===== config.mk =====
export PLATFORM = sky130hd
export DESIGN_NAME = hbridge_deadtime
export DESIGN_NICKNAME = d
export VERILOG_FILES = /design/src/rtl/hbridge_deadtime_pkg.sv /design/src/rtl/hbridge_deadtime_leg.sv /design/src/rtl/hbridge_deadtime.sv
export SDC_FILE = /design/constraint.sdc
export NUM_CORES = 1
export LEC_CHECK = 0
export ABC_AREA = 1
export ABC_CLOCK_PERIOD_IN_PS = 2500
export BUFFER_PORTS_ARGS = -buffer_cell sky130_fd_sc_hd__buf_2
export CAP_MARGIN = 15
export CORE_MARGIN = 2
export CORE_UTILIZATION = 30
export DETAILED_ROUTE_END_ITERATION = 8
export GPL_ROUTABILITY_DRIVEN = 1
export PLACE_DENSITY = 0.55
export SLEW_MARGIN = 20
export SYNTH_ARGS = -nofsm -noshare
export SYNTH_HDL_FRONTEND = slang
export SYNTH_HIERARCHICAL = 1
export SYNTH_SLANG_ARGS = --single-unit

===== constraint.sdc =====
create_clock -name sclk -period 2.5 [get_ports sclk]
set_input_delay 0.125 -clock sclk [delete_from_list [all_inputs] [get_ports sclk]]
set_output_delay 0.125 -clock sclk [all_outputs]
set_load 0.05 [all_outputs]

===== src/rtl/hbridge_deadtime_pkg.sv =====
// Shared types and defaults for the H-bridge dead-time stage.
package hbridge_deadtime_pkg;

  // Per-leg gate-drive state
  typedef enum logic [1:0] {
    LEG_OFF  = 2'd0,
    LEG_DEAD = 2'd1,
    LEG_HIGH = 2'd2,
    LEG_LOW  = 2'd3
  } leg_state_e;

  // 500 ns at a 100 MHz sclk
  localparam int DEAD_CYC_DEF = 50;
  localparam int CNT_W_DEF    = 8;

endpackage


===== src/rtl/hbridge_deadtime_leg.sv =====
// One H-bridge leg: Moore FSM with dead-time down-counter.
// Both switches stay off for DEAD_CYC cycles before either gate turns on.
//
//   state | meaning
//   OFF   | killed (disabled or fault); both gates off
//   DEAD  | dead window toward tgt; both gates off, counter running
//   HIGH  | high-side switch on
//   LOW   | low-side switch on
module hbridge_deadtime_leg
  import hbridge_deadtime_pkg::*;
#(
  parameter int DEAD_CYC = DEAD_CYC_DEF,
  parameter int CNT_W    = CNT_W_DEF
) (
  input  logic sclk,
  input  logic s_rst,
  input  logic kill,
  input  logic req,
  output logic hs,
  output logic ls,
  output logic dt_active
);

  localparam logic [CNT_W-1:0] CNT_RELOAD = CNT_W'(DEAD_CYC - 1);

  leg_state_e       state_q, state_d;
  logic             tgt_q, tgt_d;
  logic [CNT_W-1:0] cnt_q, cnt_d;

  // State, target and dead-time counter registers
  always_ff @(posedge sclk or posedge s_rst) begin
    if (s_rst) begin
      state_q <= LEG_OFF;
      tgt_q   <= 1'b0;
      cnt_q   <= '0;
    end else begin
      state_q <= state_d;
      tgt_q   <= tgt_d;
      cnt_q   <= cnt_d;
    end
  end

  // Next-state logic; kill overrides every other transition
  always_comb begin
    state_d = state_q;
    tgt_d   = tgt_q;
    cnt_d   = cnt_q;
    if (kill) begin
      state_d = LEG_OFF;
      cnt_d   = '0;
    end else begin
      unique case (state_q)
        LEG_OFF: begin
          state_d = LEG_DEAD;
          tgt_d   = req;
          cnt_d   = CNT_RELOAD;
        end
        LEG_DEAD: begin
          if (req != tgt_q) begin
            // request flipped back mid-window: full window starts over
            tgt_d = req;
            cnt_d = CNT_RELOAD;
          end else if (cnt_q == '0) begin
            state_d = tgt_q ? LEG_HIGH : LEG_LOW;
          end else begin
            cnt_d = cnt_q - 1'b1;
          end
        end
        LEG_HIGH: begin
          if (!req) begin
            state_d = LEG_DEAD;
            tgt_d   = 1'b0;
            cnt_d   = CNT_RELOAD;
          end
        end
        LEG_LOW: begin
          if (req) begin
            state_d = LEG_DEAD;
            tgt_d   = 1'b1;
            cnt_d   = CNT_RELOAD;
          end
        end
        default: begin
          state_d = LEG_OFF;
          cnt_d   = '0;
        end
      endcase
    end
  end

  // Gate drives decoded from the state register only, so they clear on async reset
  assign hs        = (state_q == LEG_HIGH);
  assign ls        = (state_q == LEG_LOW);
  assign dt_active = (state_q == LEG_DEAD);

endmodule


===== src/rtl/hbridge_deadtime.sv =====
// H-bridge gate driver with per-leg dead time and latched over-current kill.
module hbridge_deadtime
  import hbridge_deadtime_pkg::*;
#(
  parameter int DEAD_CYC = DEAD_CYC_DEF,
  parameter int CNT_W    = CNT_W_DEF
) (
  input  logic       sclk,
  input  logic       s_rst,
  input  logic [1:0] ma_in,
  input  logic       drv_en,
  input  logic       oc_flt,
  input  logic       fault_clr,
  output logic [1:0] hs,
  output logic [1:0] ls,
  output logic [1:0] dt_active,
  output logic       fault
);

  logic [1:0] ma_q, ma_d;
  logic       flt_meta_q, flt_meta_d;
  logic       flt_s_q, flt_s_d;
  logic       fault_q, fault_d;
  logic       kill;

  // Input capture, fault synchroniser and fault latch registers
  always_ff @(posedge sclk or posedge s_rst) begin
    if (s_rst) begin
      ma_q       <= 2'b00;
      flt_meta_q <= 1'b0;
      flt_s_q    <= 1'b0;
      fault_q    <= 1'b0;
    end else begin
      ma_q       <= ma_d;
      flt_meta_q <= flt_meta_d;
      flt_s_q    <= flt_s_d;
      fault_q    <= fault_d;
    end
  end

  // Next values; a live fault beats a clear in the same cycle
  always_comb begin
    ma_d       = ma_in;
    flt_meta_d = oc_flt;
    flt_s_d    = flt_meta_q;
    fault_d    = fault_q;
    if (flt_s_q) begin
      fault_d = 1'b1;
    end else if (fault_clr) begin
      fault_d = 1'b0;
    end
  end

  // flt_s is included so gates drop on the same edge the fault latches
  assign kill  = !drv_en || flt_s_q || fault_q;
  assign fault = fault_q;

  for (genvar g = 0; g < 2; g++) begin : g_leg
    hbridge_deadtime_leg #(
      .DEAD_CYC (DEAD_CYC),
      .CNT_W    (CNT_W)
    ) u_leg (
      .sclk      (sclk),
      .s_rst     (s_rst),
      .kill      (kill),
      .req       (ma_q[g]),
      .hs        (hs[g]),
      .ls        (ls[g]),
      .dt_active (dt_active[g])
    );
  end

endmodule


# Word-level counts from Yosys, hierarchy flattened
# Index checks and enable logic that the tools add are counted.
[word_totals] reg_bits=27 inputBits=7
[op_classes] addsub=2 eq_ne=24 muxes=36 n_bitwise=1 reduce_logical=14
[ops] operator="8-bit 2-to-1 mux" n=10
[ops] operator="8-bit one-hot mux with 4 select lines" n=2
[ops] operator="2-bit 2-to-1 mux" n=10
[ops] operator="8-bit zero test" n=2
[ops] operator="2-bit one-hot mux with 4 select lines" n=2
[ops] operator="4-bit AND reduction" n=4
[ops] operator="8-bit by 1-bit subtractor with 8-bit output (second input constant)" n=2
[ops] operator="2-bit != test (second input constant)" n=6
[ops] operator="3-bit by 2-bit != test with 1-bit output (second input constant)" n=4
[ops] operator="3-bit != test (second input constant)" n=4
[ops] operator="1-bit 2-to-1 mux" n=10
[ops] operator="2-bit equality test (second input constant)" n=4
[ops] operator="1-bit one-hot mux with 4 select lines" n=2
[ops] operator="3-bit AND reduction" n=2
[ops] operator="2-bit by 1-bit equality test with 1-bit output (second input constant)" n=2
[ops] operator="2-bit zero test" n=2
[ops] operator="4-bit by 3-bit != test with 1-bit output (second input constant)" n=1
[ops] operator="4-bit != test (second input constant)" n=1
[ops] operator="1-bit logical OR" n=2
[ops] operator="1-bit != test" n=2
[ops] operator="2-bit nonzero test" n=1
[ops] operator="1-bit zero test" n=1
[ops] operator="1-bit inverter" n=1

# Depth between registers and ports, before layout
[depth] depth_word=5 mapped_depth=9 depth_no_buf=9

# Modules after synthesis
# Netlist, hierarchy kept.
[by_module_without_submodules] module="hbridge_deadtime_leg" n_inst=2 cells_each=100 area_per_inst_um2=723.2 seq_area_each_um2=275.3
[by_module_without_submodules] module="hbridge_deadtime" n_inst=1 cells_each=12 area_per_inst_um2=151.4 seq_area_each_um2=125.1

# Worst setup path before layout
# Ideal clock, no wire load.
[synth_timing] path_kind="flip-flop to flip-flop" start="register fault_q (netlist: fault)" end="register g_leg[0].u_leg.cnt_q[0]" setup_time_ns=0.126 t_arrival_ns=1.477 required_ns=2.374 setup_slack_ns=0.897 stages_incl_launch_ff=9 cell_sequence="dfrtp_1 nor2_1 nand2_1 inv_1 nand3_1 nand2_2 buf_6 nand2_2 o21ai_0"
[synth_via] elab_chain_len=3 elab_cells_between_ends=6
[synth_lines] element="start, declared" line="hbridge_deadtime.sv:23" text="logic fault_q, fault_d;"
[synth_lines] element="start signal, assigned" line="hbridge_deadtime.sv:37" text="fault_q <= fault_d;"
[synth_lines] element="1-bit logical OR (*)" line="hbridge_deadtime.sv:55" text="assign kill = !drv_en || flt_s_q || fault_q;"
[synth_lines] element="via kill" line="hbridge_deadtime.sv:24" text="logic kill;"
[synth_lines] element="4-bit by 3-bit != test with 1-bit output (no line) or 3-bit by 2-bit != test with 1-bit output (tied branches)"
[synth_lines] element="3-bit AND reduction (no line)"
[synth_lines] element="end signal, assigned" line="hbridge_deadtime_leg.sv:39" text="cnt_q <= cnt_d;"
[synth_lines] element="end, declared" line="hbridge_deadtime_leg.sv:28" text="logic [CNT_W-1:0] cnt_q, cnt_d;"
# The timed path passes the listed nets; every way through them passes the cells marked *.
# A chain may end at the register's enable or synchronous reset.

# Final worst setup path
[layout_timing] start="register g_leg[0].u_leg.cnt_q[0]" end="register g_leg[0].u_leg.state_q[0]"
[layout_via] elab_chain_len=3
[layout_lines] element="8-bit zero test" line="hbridge_deadtime_leg.sv:63" text="end else if (cnt_q == '0) begin"
[layout_lines] element="3-bit by 2-bit != test with 1-bit output (no line)"
[layout_lines] element="4-bit AND reduction (no line)"
[layout_lines] element="end signal, assigned" line="hbridge_deadtime_leg.sv:37" text="state_q <= state_d;"
[layout_lines] element="end, declared" line="hbridge_deadtime_leg.sv:26" text="leg_state_e state_q, state_d;"
# No other way between the ends.

==> run summary <==
status = completed
register area share after synthesis = 42.3%
Routed Antenna Nets = 0
GR peak layer = met2
Seq cells post-synth = 27
CTS root buffer = clkbuf_8
Max Slew Vio Count = 0
global-route wire length before repair = 5400 um
Vias = 1285
Lkg Pwr = 0.998 nW
Final Skew = 2.84 ps
wire per inst = 10.0 um
Slew headroom = 69.5%
unrepaired setup endpoints after global routing = no
Tcrit/Tclk final = 64.4%
asr flop ratio synth = 100%
critical path type = reg -> reg
clock network fraction of design power = 29.2%
largest net degree at the start of global routing = 15
initial antenna violation count = 0
Worst Reg-to-Reg Cells = 9
slew at the pin closest to its max-slew limit = 457 ps
Switching Share = 27.4%
setup TNS = 0 ps
CP arrival = 1780 ps
vias per cell = 4.27
share of cells above drive strength 1 = 19.9%
Clock transition at path regs = 90 ps
r2r startpoint = g_leg[0].u_leg/cnt_q[0]
post-CTS sizing = 0
critical path, cell by cell = inv_1, ha_1, nand2_1, nor2_1, nand2_1, o21ai_0, nand2_1, nand2_1, nand2_1
peak supply drop = 0.188 mV
endpoint type of the worst setup path = flop
FILL cells = 561
clock sinks = 27
total global-route track usage = 11.1%
Antenna Cells = 0
final WL = 3020 um
most frequent cells in the layout = nand2_1 (47), inv_1 (33), dfrtp_1 (27)
slowest stage delay, CP = 400 ps
pwr dens = 464 nW/um2
full die area = 5930 um2
Comb power frac = 15.2%
latest clock arrival within the worst-skew pair = 270 ps
capture point of the worst reg-to-reg path = g_leg[0].u_leg/state_q[0]
Detailed Routing Iterations Pass 1 = 4
Setup Slack @ Placement = 877 ps
chip width = 77.0 um
setup slack, reg-to-reg = 890 ps
Mapped Cells = 212
H-tree depth = 1
HPWL after DPL = 2270 um
cell internal pwr = 0.610 mW
grt ovf = 0
Switch Pwr = 0.230 mW
Initial Utilization = 31.1%
Setup violations, final = 0
Max Cap Viol = 0
slowest CP cell = dfrtp_1
Final Worst Setup Slack = 890 ps
CP Launch Type = flop
Main synth FF type = dfrtp_1
Hold Violations, Final = 0
met2 Usage GRT = 16.5%
Netlist cell types = 21
Final min period = 1610 ps
Cell Rows = 26
most common cell after layout, fill and taps aside = nand2_1
GRT met3 Usage = 1.76%
Hold Crit Start = fault_clr
Placer Congestion = 0.817
io pins = 14
Crit path required time = 2670 ps
number of CTS-inserted buffers = 3
fin nets = 241
Die H = 77.0 um
Critical Path Most Common Cell = nand2_1
residual DRC count = 0
Hold EP = fault
hold crit path type = in -> reg
clock tree buffer depth = 2
GR Util met1 = 16.2%
Fmax = 621 MHz
CTS tree = yes
number of global-route vias before repair = 1213
Syn-to-layout area delta = 13.5%
Hold Crit Depth = 4
IO buf count = 13
Avg Synthesized Cell Area = 7.54 um2
CORE AREA = 5140 um2
Mapped Area = 1600 um2
drt first-iter violations = 71
syn nets = 221
Post-CTS Repair Setup Buffers = 0
EDFF count, synth = 0
crit-path max FO = 5
Yosys warning count = 6
sequential power share = 55.6%
==> layout make-up <==
cell class | count | area [um2] | share of cell area (%)
tap | 70 | 87.6 | 4.83
sequential | 27 | 676 | 37.3
timing repair buffer | 17 | 105 | 5.80
inverter | 37 | 139 | 7.66
clock buffer | 4 | 45.0 | 2.48
multi-input combinational | 146 | 761 | 42.0
==> critical path: cells and delay by family, from the launching register on <==
family | cells | cell delay, ps
buffers and inverters | 1 | 140
adders and majority gates | 1 | 210
AOI/OAI and AO/OA | 1 | 210
and+or+nand+nor | 6 | 540
DFF | 1 | 400
==> cell families (layout without fill, tap and decap cells) <==
group                    count (synthesis)  count (layout)  share of synthesized area (%)
AO/OA/AOI/OAI                           32              32                           10.5
flip-flops                              27              27                           42.3
adder cells (fa/ha/maj)                  2               2                           1.57
AND/OR/NAND/NOR                        104             104                           31.2
XOR/XNOR                                 8               8                           4.39
buffers and inverters                   39              58                           10.1
==> registers in the layout, summed over array words and instances, names as in the netlist <==
register and cells:
g_leg.u_leg/cnt_q 16, flt_s_q 1, ma_q 2, fault 1, g_leg.u_leg/tgt_q 2, flt_meta_q 1
g_leg.u_leg/state_q 4
==> metal layers <==
layer / up-vias / wire length [um] / share of wire (%)
met4: 0 / 35 / 1.2
met2: 22 / 1250 / 42
met1: 569 / 1630 / 54
met3: 2 / 93 / 3.1
met5: - / 0 / 0
li1: 692 / - / -
==> cell usage after synthesis (4+ instances only) <==
master	count	share of area, %
nand2_2	16	6.3
nor2_1	19	4.5
nand3_1	6	1.9
nand2_1	47	11
nor2_2	4	1.6
dfrtp_1	27	42
xor2_1	6	3.3
inv_1	33	7.8
nand4_1	4	1.6
o21ai_0	18	5.6
inv_2	4	0.94
o21ai_1	10	3.1
==> power by group through the flow <==
stage | Combinational [mW] | Clock (mW) | Sequential (mW)
after floorplan | 0.0955 | 0 | 0.478
after global placement | 0.125 | 0 | 0.477
after detailed placement | 0.124 | 0 | 0.476
after CTS | 0.130 | 0.260 | 0.468
after global routing | 0.149 | 0.271 | 0.471
final | 0.128 | 0.245 | 0.468
==> worst max-delay path by stage <==
stage                                      to               startpoint
detailed placement    g_leg[1].u_leg/cnt_q[0]                    fault
finish              g_leg[0].u_leg/state_q[0]  g_leg[0].u_leg/cnt_q[0]
global placement      g_leg[0].u_leg/cnt_q[0]  g_leg[0].u_leg/cnt_q[0]
global route        g_leg[0].u_leg/state_q[0]  g_leg[0].u_leg/cnt_q[0]
CTS                   g_leg[1].u_leg/cnt_q[0]                    fault
floorplan             g_leg[0].u_leg/cnt_q[0]                    fault
==> what timing repair did <==
item	4_1_cts	5_1_grt
endpoints found under the hold margin	30	0
setup endpoints to repair	0	0
hold buffers	4	0
==> stage by stage <==
stage / instance area (um2) / power (mW) / instances / util [%] / hold slack, ps
global route: 1810 / 0.891 / 301 / 35.3 / 108
floorplan: 1600 / 0.573 / 212 / - / -96.5
detailed placement: 1730 / 0.601 / 293 / 33.6 / 52.1
global placement: 1730 / 0.602 / 293 / 33.6 / 55.3
CTS: 1810 / 0.857 / 301 / 35.3 / 75.6
finish: 1810 / 0.841 / 301 / 35.3 / 80.4
Power figures use the tool's default switching activity.
